$ cat src/rtl/mem_port_arbiter_pkg.sv
// Shared types and helpers for the memory-port arbiter: state encoding,
// starvation counter width and its saturating increment.
package mem_port_arbiter_pkg;

  typedef enum logic [1:0] {
    ARB_IDLE     = 2'd0,
    ARB_BUSY_IF  = 2'd1,
    ARB_BUSY_MEM = 2'd2
  } arb_state_e;

  // Wide enough for the largest allowed starvation limit (15).
  localparam int CNT_W = 4;

  function automatic logic [CNT_W-1:0] sat_inc(input logic [CNT_W-1:0] value,
                                               input logic [CNT_W-1:0] limit);
    logic [CNT_W-1:0] result;
    if (value >= limit) begin
      result = limit;
    end else begin
      result = value + {{(CNT_W-1){1'b0}}, 1'b1};
    end
    return result;
  endfunction

endpackage

$ cat src/rtl/mem_port_arbiter_starve_ctr.sv
// Saturating counter of consecutive MEM wins while a fetch is waiting;
// sat tells the arbiter that the fetch side must win the next contest.
module mem_port_arbiter_starve_ctr
  import mem_port_arbiter_pkg::*;
#(
  parameter int LIMIT = 4
) (
  input  logic clk,
  input  logic rst,
  input  logic inc,
  input  logic clr,
  output logic sat
);

  localparam logic [CNT_W-1:0] LIMIT_V = CNT_W'(LIMIT);

  logic [CNT_W-1:0] cnt_r;

  // Count register: clear has priority over increment.
  always_ff @(posedge clk) begin
    if (rst) begin
      cnt_r <= {CNT_W{1'b0}};
    end else if (clr) begin
      cnt_r <= {CNT_W{1'b0}};
    end else if (inc) begin
      cnt_r <= sat_inc(cnt_r, LIMIT_V);
    end else begin
      cnt_r <= cnt_r;
    end
  end

  assign sat = (cnt_r == LIMIT_V);

endmodule

$ cat src/rtl/mem_port_arbiter.sv
// Shares one memory bus port between instruction fetch and load/store.
// MEM has fixed priority, except when the starvation guard hands the win to IF.
module mem_port_arbiter
  import mem_port_arbiter_pkg::*;
#(
  parameter int ADDR_W       = 64,
  parameter int DATA_W       = 64,
  parameter int STARVE_LIMIT = 4
) (
  input  logic                clk,
  input  logic                rst,
  input  logic                if_req,
  input  logic [ADDR_W-1:0]   if_addr,
  output logic                if_gnt,
  output logic                if_rvalid,
  output logic [DATA_W-1:0]   if_rdata,
  input  logic                mem_req,
  input  logic                mem_we,
  input  logic [ADDR_W-1:0]   mem_addr,
  input  logic [DATA_W-1:0]   mem_wdata,
  input  logic [DATA_W/8-1:0] mem_wmask,
  output logic                mem_gnt,
  output logic                mem_rvalid,
  output logic [DATA_W-1:0]   mem_rdata,
  output logic                bus_req,
  output logic                bus_we,
  output logic [ADDR_W-1:0]   bus_addr,
  output logic [DATA_W-1:0]   bus_wdata,
  output logic [DATA_W/8-1:0] bus_wmask,
  input  logic                bus_ack,
  input  logic [DATA_W-1:0]   bus_rdata
);

  localparam int WM_W = DATA_W / 8;

  arb_state_e state_r;
  arb_state_e state_nxt_s;
  logic       if_win_s;
  logic       mem_win_s;
  logic       starve_sat_s;
  logic       if_done_s;
  logic       mem_done_s;

  mem_port_arbiter_starve_ctr #(
    .LIMIT (STARVE_LIMIT)
  ) u_starve_ctr (
    .clk (clk),
    .rst (rst),
    .inc (mem_gnt & if_req),
    .clr (if_gnt),
    .sat (starve_sat_s)
  );

  // State register.
  always_ff @(posedge clk) begin
    if (rst) begin
      state_r <= ARB_IDLE;
    end else begin
      state_r <= state_nxt_s;
    end
  end

  // Next state and winner selection; grants only ever come out of IDLE.
  always_comb begin
    state_nxt_s = state_r;
    if_win_s    = 1'b0;
    mem_win_s   = 1'b0;
    case (state_r)
      ARB_IDLE: begin
        if (mem_req && !(if_req && starve_sat_s)) begin
          mem_win_s   = 1'b1;
          state_nxt_s = ARB_BUSY_MEM;
        end else if (if_req) begin
          if_win_s    = 1'b1;
          state_nxt_s = ARB_BUSY_IF;
        end else begin
          state_nxt_s = ARB_IDLE;
        end
      end
      ARB_BUSY_IF, ARB_BUSY_MEM: begin
        if (bus_ack) begin
          state_nxt_s = ARB_IDLE;
        end else begin
          state_nxt_s = state_r;
        end
      end
      default: begin
        state_nxt_s = ARB_IDLE;
      end
    endcase
  end

  // A grant during reset would be dropped, so it is never shown.
  assign if_gnt     = if_win_s & ~rst;
  assign mem_gnt    = mem_win_s & ~rst;
  assign if_done_s  = (state_r == ARB_BUSY_IF) & bus_ack;
  assign mem_done_s = (state_r == ARB_BUSY_MEM) & bus_ack;

  // Bus side: latch the winner's fields at the grant edge and hold them until ack.
  always_ff @(posedge clk) begin
    if (rst) begin
      bus_req   <= 1'b0;
      bus_we    <= 1'b0;
      bus_addr  <= {ADDR_W{1'b0}};
      bus_wdata <= {DATA_W{1'b0}};
      bus_wmask <= {WM_W{1'b0}};
    end else if (mem_gnt) begin
      bus_req   <= 1'b1;
      bus_we    <= mem_we;
      bus_addr  <= mem_addr;
      bus_wdata <= mem_wdata;
      bus_wmask <= mem_wmask;
    end else if (if_gnt) begin
      bus_req   <= 1'b1;
      bus_we    <= 1'b0;
      bus_addr  <= if_addr;
      bus_wdata <= {DATA_W{1'b0}};
      bus_wmask <= {WM_W{1'b0}};
    end else if (if_done_s || mem_done_s) begin
      bus_req   <= 1'b0;
    end else begin
      bus_req   <= bus_req;
    end
  end

  // Response side: one-cycle rvalid with data, zero whenever nothing completed.
  always_ff @(posedge clk) begin
    if (rst) begin
      if_rvalid  <= 1'b0;
      if_rdata   <= {DATA_W{1'b0}};
      mem_rvalid <= 1'b0;
      mem_rdata  <= {DATA_W{1'b0}};
    end else begin
      if_rvalid  <= if_done_s;
      if_rdata   <= if_done_s ? bus_rdata : {DATA_W{1'b0}};
      mem_rvalid <= mem_done_s;
      mem_rdata  <= (mem_done_s && !bus_we) ? bus_rdata : {DATA_W{1'b0}};
    end
  end

endmodule

$ cat config.mk
export PLATFORM = sky130hd
export DESIGN_NAME = mem_port_arbiter
export DESIGN_NICKNAME = d
export VERILOG_FILES = /design/src/rtl/mem_port_arbiter_pkg.sv /design/src/rtl/mem_port_arbiter_starve_ctr.sv /design/src/rtl/mem_port_arbiter.sv
export SDC_FILE = /design/constraint.sdc
export NUM_CORES = 1
export LEC_CHECK = 0
export CAP_MARGIN = 25
export CORE_AREA = 2 2 212 214
export CTS_BUF_LIST = sky130_fd_sc_hd__clkbuf_4
export DETAILED_ROUTE_END_ITERATION = 7
export DIE_AREA = 0 0 214 216
export SLEW_MARGIN = 20
export SYNTH_ARGS = -nofsm -noshare
export SYNTH_HDL_FRONTEND = slang
export SYNTH_SLANG_ARGS = --single-unit
export TNS_END_PERCENT = 100
$ cat constraint.sdc
create_clock -name clk -period 2.1 [get_ports clk]
set_input_delay 0.21 -clock clk [delete_from_list [all_inputs] [get_ports clk]]
set_output_delay 0.21 -clock clk [all_outputs]
set_load 0.1 [all_outputs]
==> results of run 1 <==
==> worst max-delay path: stages (launching register included) <==
cell	delay, ns
dfxtp_2	0.33
inv_2	0.05
ha_4	0.15
and3b_2	0.21
o21ai_4	0.16
buf_12	0.13
nor2_4	0.03
buf_12	0.18
==> cells by family after synthesis <==
logic type	after synthesis	share of synthesized area, %
and+or+nand+nor	222	13.3
AOI/OAI and AO/OA	213	19.3
buffers and inverters	144	6.65
adders and majority gates	5	0.685
DFF	274	60.1
==> through the flow <==
step | setup TNS [ns] | setup WS (ns)
after floorplan | -0.0111 | -0.0111
after CTS | -0.450 | -0.258
final | -0.146 | -0.0956
after global placement | 0 | 0.274
after detailed placement | 0 | 0.247
after global routing | -0.528 | -0.283
==> cell type report <==
type	instances	area, µm²	area share (%)
timing repair buffer	734	6810	39.2
sequential	274	5490	31.6
multi-input combinational	440	3110	17.9
clock buffer	112	841	4.85
tap	592	741	4.27
inverter	69	259	1.49
clock inverter	15	103	0.591
antenna	3	7.51	0.0433
==> timing repair <==
action                     in CTS  in global routing
pin swaps                       4                  1
gates resized for setup        15                  0
setup buffers                   6                  0
cloned                          1                  0
hold buffers                  170                  0
setup endpoints to repair       2                  2
hold endpoints to repair      238                  0
==> cell usage in the layout (no fill, tap or decap), types with 2 or more instances in the layout <==
cell type        instances
o21ai_4                  2
ha_4                     2
nand4b_1                 2
o221a_2                 64
clkdlybuf4s50_1        268
dfxtp_1                270
clkinv_2                 2
a211oi_1                 2
inv_1                   65
clkinv_1                 6
dfxtp_2                  4
ha_1                     3
a32oi_1                 73
a21oi_1                 66
o21ai_0                  3
buf_12                  14
clkinvlp_4               2
inv_2                    6
nor2_1                  74
and3b_2                  2
and2_1                 128
buf_4                  281
clkbuf_4               112
diode_2                  3
dlygate4sd3_1          170
nand2_1                  2
==> worst min path at each step <==
stage / slack, ns / endpoint / from
after floorplan: 0.33 / if_rdata[0]$_SDFF_PP0_ / bus_rdata[0]
after global placement: 0.45 / bus_req$_SDFFE_PP0P_ / bus_req$_SDFFE_PP0P_
after detailed placement: 0.47 / bus_req$_SDFFE_PP0P_ / bus_req$_SDFFE_PP0P_
after CTS: 0.0002 / bus_wmask[2]$_SDFFE_PP0P_ / mem_wmask[2]
after global routing: 0.01 / bus_addr[19]$_SDFFE_PP0P_ / if_addr[19]
final: 0.12 / bus_addr[19]$_SDFFE_PP0P_ / if_addr[19]
==> per-layer routing <==
| metal | GRT usage (%) | vias up |
|---|---|---|
| li1 | - | 4521 |
| met4 | 7.74 | 0 |
| met5 | 0 | - |
| met1 | 16.6 | 4452 |
| met3 | 6.10 | 88 |
| met2 | 26.6 | 464 |
==> flip-flops by register name, indices dropped and copies added (netlist names) <==
| signal | flops |
|---|---|
| if_rvalid | 1 |
| mem_rvalid | 1 |
| bus_addr | 64 |
| u_starve_ctr.cnt_r | 4 |
| bus_we | 1 |
| bus_req | 1 |
| state_r | 2 |
| if_rdata | 64 |
| bus_wdata | 64 |
| mem_rdata | 64 |
| bus_wmask | 8 |
==> power groups by stage <==
stage / Sequential, mW / Combinational (mW) / Clock [mW]
3_5_place_dp: 5.73 / 3.76 / 0
6_report: 5.62 / 4.08 / 4.82
3_3_place_gp: 5.72 / 3.74 / 0
2_1_floorplan: 7.60 / 0.688 / 0
4_1_cts: 5.62 / 4.07 / 5.06
5_1_grt: 5.65 / 4.23 / 5.31
==> results.json, run 1 <==
{
  "critical_path_arrival_ns": 1.99,
  "place_congestion": 0.859,
  "r2r_end": "bus_addr[49]$_SDFFE_PP0P_",
  "die_x_um": 214,
  "num_rows": 77,
  "power_frac_clock_pct": 33.2,
  "grt_pass1_wl_um": 56400,
  "power_density_nw_per_um2": 837,
  "grt_max_degree": 113,
  "yosys.area.top_type": "dfxtp_1",
  "synth_ff_type": "dfxtp_1",
  "holdCritPathClass": "in -> reg",
  "slew_headroom_pct": 60.4,
  "port_buffers": 539,
  "power_mw": 14.5,
  "drc_errors": 0,
  "peakVddDrop_v": 0.000486,
  "worst_ep_required_time_ns": 1.89,
  "drv_slew": 0,
  "combPwrFrac_pct": 28.1,
  "power.leakage_nw": 7.43,
  "synth_seq_cells": 274,
  "critPathKind": "reg -> out",
  "dp_cells": 1932,
  "clock_path_buffers": 3,
  "fin_crit_sh_pct": 105,
  "boundaryPins": 540,
  "finalNetCount": 1873,
  "status": "finished with violations",
  "ys_warn_count": 0,
  "timing.rr.start": "u_starve_ctr.cnt_r[1]$_SDFFE_PP0P_",
  "ant_nets": 0,
  "end_kind": "output pin",
  "fin_ws_ns": -0.0956,
  "seq_power_share_pct": 38.7,
  "syn_inst": 858,
  "drive_gt1_share_pct": 30.6,
  "place_hpwl_um": 24600,
  "fill_cells": 4275,
  "clkLatencyLatePin_ns": 0.76,
  "ys_seq_area_share_pct": 60.1,
  "cp_max_fo": 2,
  "violations": "negative setup slack",
  "cts_tree": "built",
  "avgViaCountPerCell": 4.25,
  "numClockSinks": 274,
  "hold_violations": 0,
  "switching_share_pct": 35.4,
  "p_sw_mw": 5.14,
  "post-route-util_pct": 39.6,
  "setup_viol": 2,
  "async_flop_share_pct": 0,
  "drt-total-wl_um": 37000,
  "syn_area_um2": 9130,
  "fin_area_um2": 17400,
  "dr.pass1.iters": 5,
  "cap_viol_max_count": 0,
  "yosysTopAreaCellShare_pct": 60.1,
  "synth.distinct_cells": 29,
  "cts_buffers": 79,
  "core-area_um2": 43800,
  "grt.overflow.total": 0,
  "drt-initial-drc-count": 486,
  "whs_ns": 0.117,
  "path_clk_slew_ns": 0.06,
  "routed-wl-met2_um": 18400,
  "max_freq_mhz": 455,
  "worst_pin_slew_ns": 0.593,
  "finalClockSkew_ns": 0.0358,
  "area_growth_pct": 90.1,
  "wirelength_met1_um": 14000,
  "crit_start": "u_starve_ctr.cnt_r[1]$_SDFFE_PP0P_",
  "place_area_um2": 14600,
  "endpoint": "if_gnt",
  "first_global_vias": 9947,
  "synth.avg_cell_area_um2": 10.6,
  "synthTopCellsByCount": "dfxtp_1, and2_1, nor2_1, a32oi_1, inv_1",
  "top_layer_used": "met4",
  "synth.area.top_cells": "dfxtp_1, and2_1, o221a_2",
  "start_util_pct": 20.8,
  "die_area_um2": 46200,
  "layout_min_cycle_time_ns": 2.20,
  "syn_nets": 1133,
  "wire_per_inst_um": 16.5,
  "setup.worst_path.start_class": "flip-flop",
  "synth_edf_count": 0,
  "grt_usage_pct": 15.5,
  "whs_path_depth": 2,
  "route.met3.wl_um": 3200,
  "p_int_mw": 9.39,
  "fin_cells": 2239,
  "yosys.cell_count.top_type": "dfxtp_1",
  "rsz0062_at_grt": "yes",
  "r2r_slack_ns": 0.38,
  "vias": 9525,
  "fp.dieH_um": 216,
  "antenna_found_initial": 2,
  "rr_worst_depth": 8,
  "htreeDepth": 3,
  "root_buffer": "clkbuf_4"
}
Note: power is estimated with default switching activity, not from simulation.
==> inputs of run 2 (changes only) <==
--- a/config.mk
+++ b/config.mk
@@ -5,11 +5,11 @@
 export SDC_FILE = /design/constraint.sdc
 export NUM_CORES = 1
 export LEC_CHECK = 0
-export CAP_MARGIN = 25
 export CORE_AREA = 2 2 212 214
 export CTS_BUF_LIST = sky130_fd_sc_hd__clkbuf_4
 export DETAILED_ROUTE_END_ITERATION = 7
 export DIE_AREA = 0 0 214 216
+export PLACE_DENSITY = 0.48
 export SLEW_MARGIN = 20
 export SYNTH_ARGS = -nofsm -noshare
 export SYNTH_HDL_FRONTEND = slang
==> results.json, run 2 (synthesized netlist as in run 1, its figures left out) <==
{
  "status": "finished with violations",
  "violations": "negative setup slack",
  "finalNetCount": 1928,
  "cp_slowest_stage_delay_ns": 0.34,
  "drive_gt1_share_pct": 30.2,
  "boundaryPins": 540,
  "holdCritPathClass": "in -> reg",
  "path_clk_slew_ns": 0.06,
  "critical_path_arrival_ns": 1.93,
  "cp_max_fo": 3,
  "cts_buffers": 82,
  "grt_pass1_wl_um": 59500,
  "hold_violations": 0,
  "layout_common_cells": "buf_4, dfxtp_1, clkdlybuf4s50_1",
  "critPathKind": "reg -> out",
  "fin_ws_ns": -0.0429,
  "fin_crit_sh_pct": 102,
  "worst_ep_required_time_ns": 1.89,
  "numClockSinks": 274,
  "die_area_um2": 46200,
  "layout_min_cycle_time_ns": 2.14,
  "final_common_cell": "buf_4",
  "antenna_found_initial": 4,
  "clkLatencyLatePin_ns": 0.81,
  "dp_cells": 1933,
  "slew_headroom_pct": 66.9,
  "num_rows": 77,
  "root_buffer": "clkbuf_4",
  "grt_max_degree": 75,
  "fp.dieH_um": 216,
  "ant_nets": 0,
  "power_mw": 14.7,
  "multi_input_area_um2": 3120,
  "drv_slew": 0,
  "rsz0062_at_grt": "yes",
  "max_freq_mhz": 467,
  "port_buffers": 539,
  "setup.worst_path.start_class": "flip-flop",
  "crit_chain": "inv_2, ha_4, and3b_2, o21ai_4, nor2_4, buf_12",
  "final-seq-area_um2": 5490,
  "worst_pin_slew_ns": 0.495,
  "place_hpwl_um": 26500,
  "dr.pass1.iters": 5,
  "place_congestion": 0.834,
  "core-area_um2": 43800,
  "drc_errors": 0,
  "clock_path_buffers": 3,
  "first_global_vias": 10100,
  "dp_worst_setup_slack_ns": 0.122,
  "finalClockSkew_ns": 0.0441,
  "vias": 9634,
  "power.leakage_nw": 7.64,
  "path_buf_inv": 2,
  "peakVddDrop_v": 0.000422,
  "cts_tree": "built",
  "start_util_pct": 20.8,
  "power_density_nw_per_um2": 822,
  "cp_top_family": "flip-flops",
  "drt-total-wl_um": 39300,
  "critPathSlowestCell": "dfxtp_2",
  "avgViaCountPerCell": 4.19,
  "area_growth_pct": 95.6,
  "whs_ns": 0.0821,
  "htreeDepth": 3,
  "setup_viol": 1,
  "grt_usage_pct": 16.6,
  "die_x_um": 214,
  "wire_per_inst_um": 17.1,
  "drt-initial-drc-count": 502,
  "fin_cells": 2301,
  "cap_viol_max_count": 0,
  "fill_cells": 4317,
  "grt.overflow.total": 0,
  "end_kind": "output pin"
}
-- run 2: changes by cell type in the layout (fill, tap and decap cells not counted), moves of 2 or more --
cell           previous run  this run
clkinv_2                  2         0
dlygate4sd3_1           170       215
diode_2                   3         9
buf_4                   281       289
clkbuf_4                112       119
-- run 2: timing repair --
item                                   CTS  global route
resized for setup                       17             1
buffers inserted                        10             3
pin swaps                                7             5
hold buffers                           215             0
endpoints found under the hold margin  256             0
setup endpoints to repair                2             2
-- run 2: final cells by class --
type,count,share of cell area [%]
antenna,9,0.126
tap,592,4.15
inverter,69,1.45
timing repair buffer,786,40.8
sequential,274,30.7
clock inverter,12,0.294
multi-input combinational,440,17.5
clock buffer,119,5.00
-- run 2: path summary, 6_finish.rpt --
kind	start	endpoint	slack, ns	depth (start not counted)
max	u_starve_ctr.cnt_r[1]$_SDFFE_PP0P_	if_gnt	-0.04	6
min	mem_addr[45]	bus_addr[45]$_SDFFE_PP0P_	0.08	2
max reg2reg	u_starve_ctr.cnt_r[1]$_SDFFE_PP0P_	bus_addr[49]$_SDFFE_PP0P_	0.30	7
min reg2reg	bus_req$_SDFFE_PP0P_	bus_req$_SDFFE_PP0P_	0.45	2
-- run 2: metal layers --
metal | share of wire (%) | wire [µm] | vias up | track usage (%)
met5 | 0 | 0 | - | 0
met4 | 3.2 | 1280 | 0 | 7.44
li1 | - | - | 4623 | -
met2 | 50 | 19600 | 418 | 28.1
met1 | 39 | 15200 | 4510 | 18.3
met3 | 8.2 | 3210 | 83 | 6.46
-- run 2: power by group --
part | total, mW | leakage (nW) | switching, mW | internal [mW]
combinational | 4.20 | 4.83 | 2.75 | 1.44
sequential | 5.62 | 2.24 | 0.147 | 5.47
clock | 4.87 | 0.572 | 2.32 | 2.55
-- run 2: through the flow --
stage | instance area (µm²) | utilization (%) | setup TNS, ns
2_1_floorplan | 9130 | - | -0.0111
3_3_place_gp | 14600 | 33.3 | 0
3_5_place_dp | 14600 | 33.3 | 0
4_1_cts | 17800 | 40.6 | -0.316
5_1_grt | 17900 | 40.7 | -0.360
6_report | 17900 | 40.7 | -0.0429
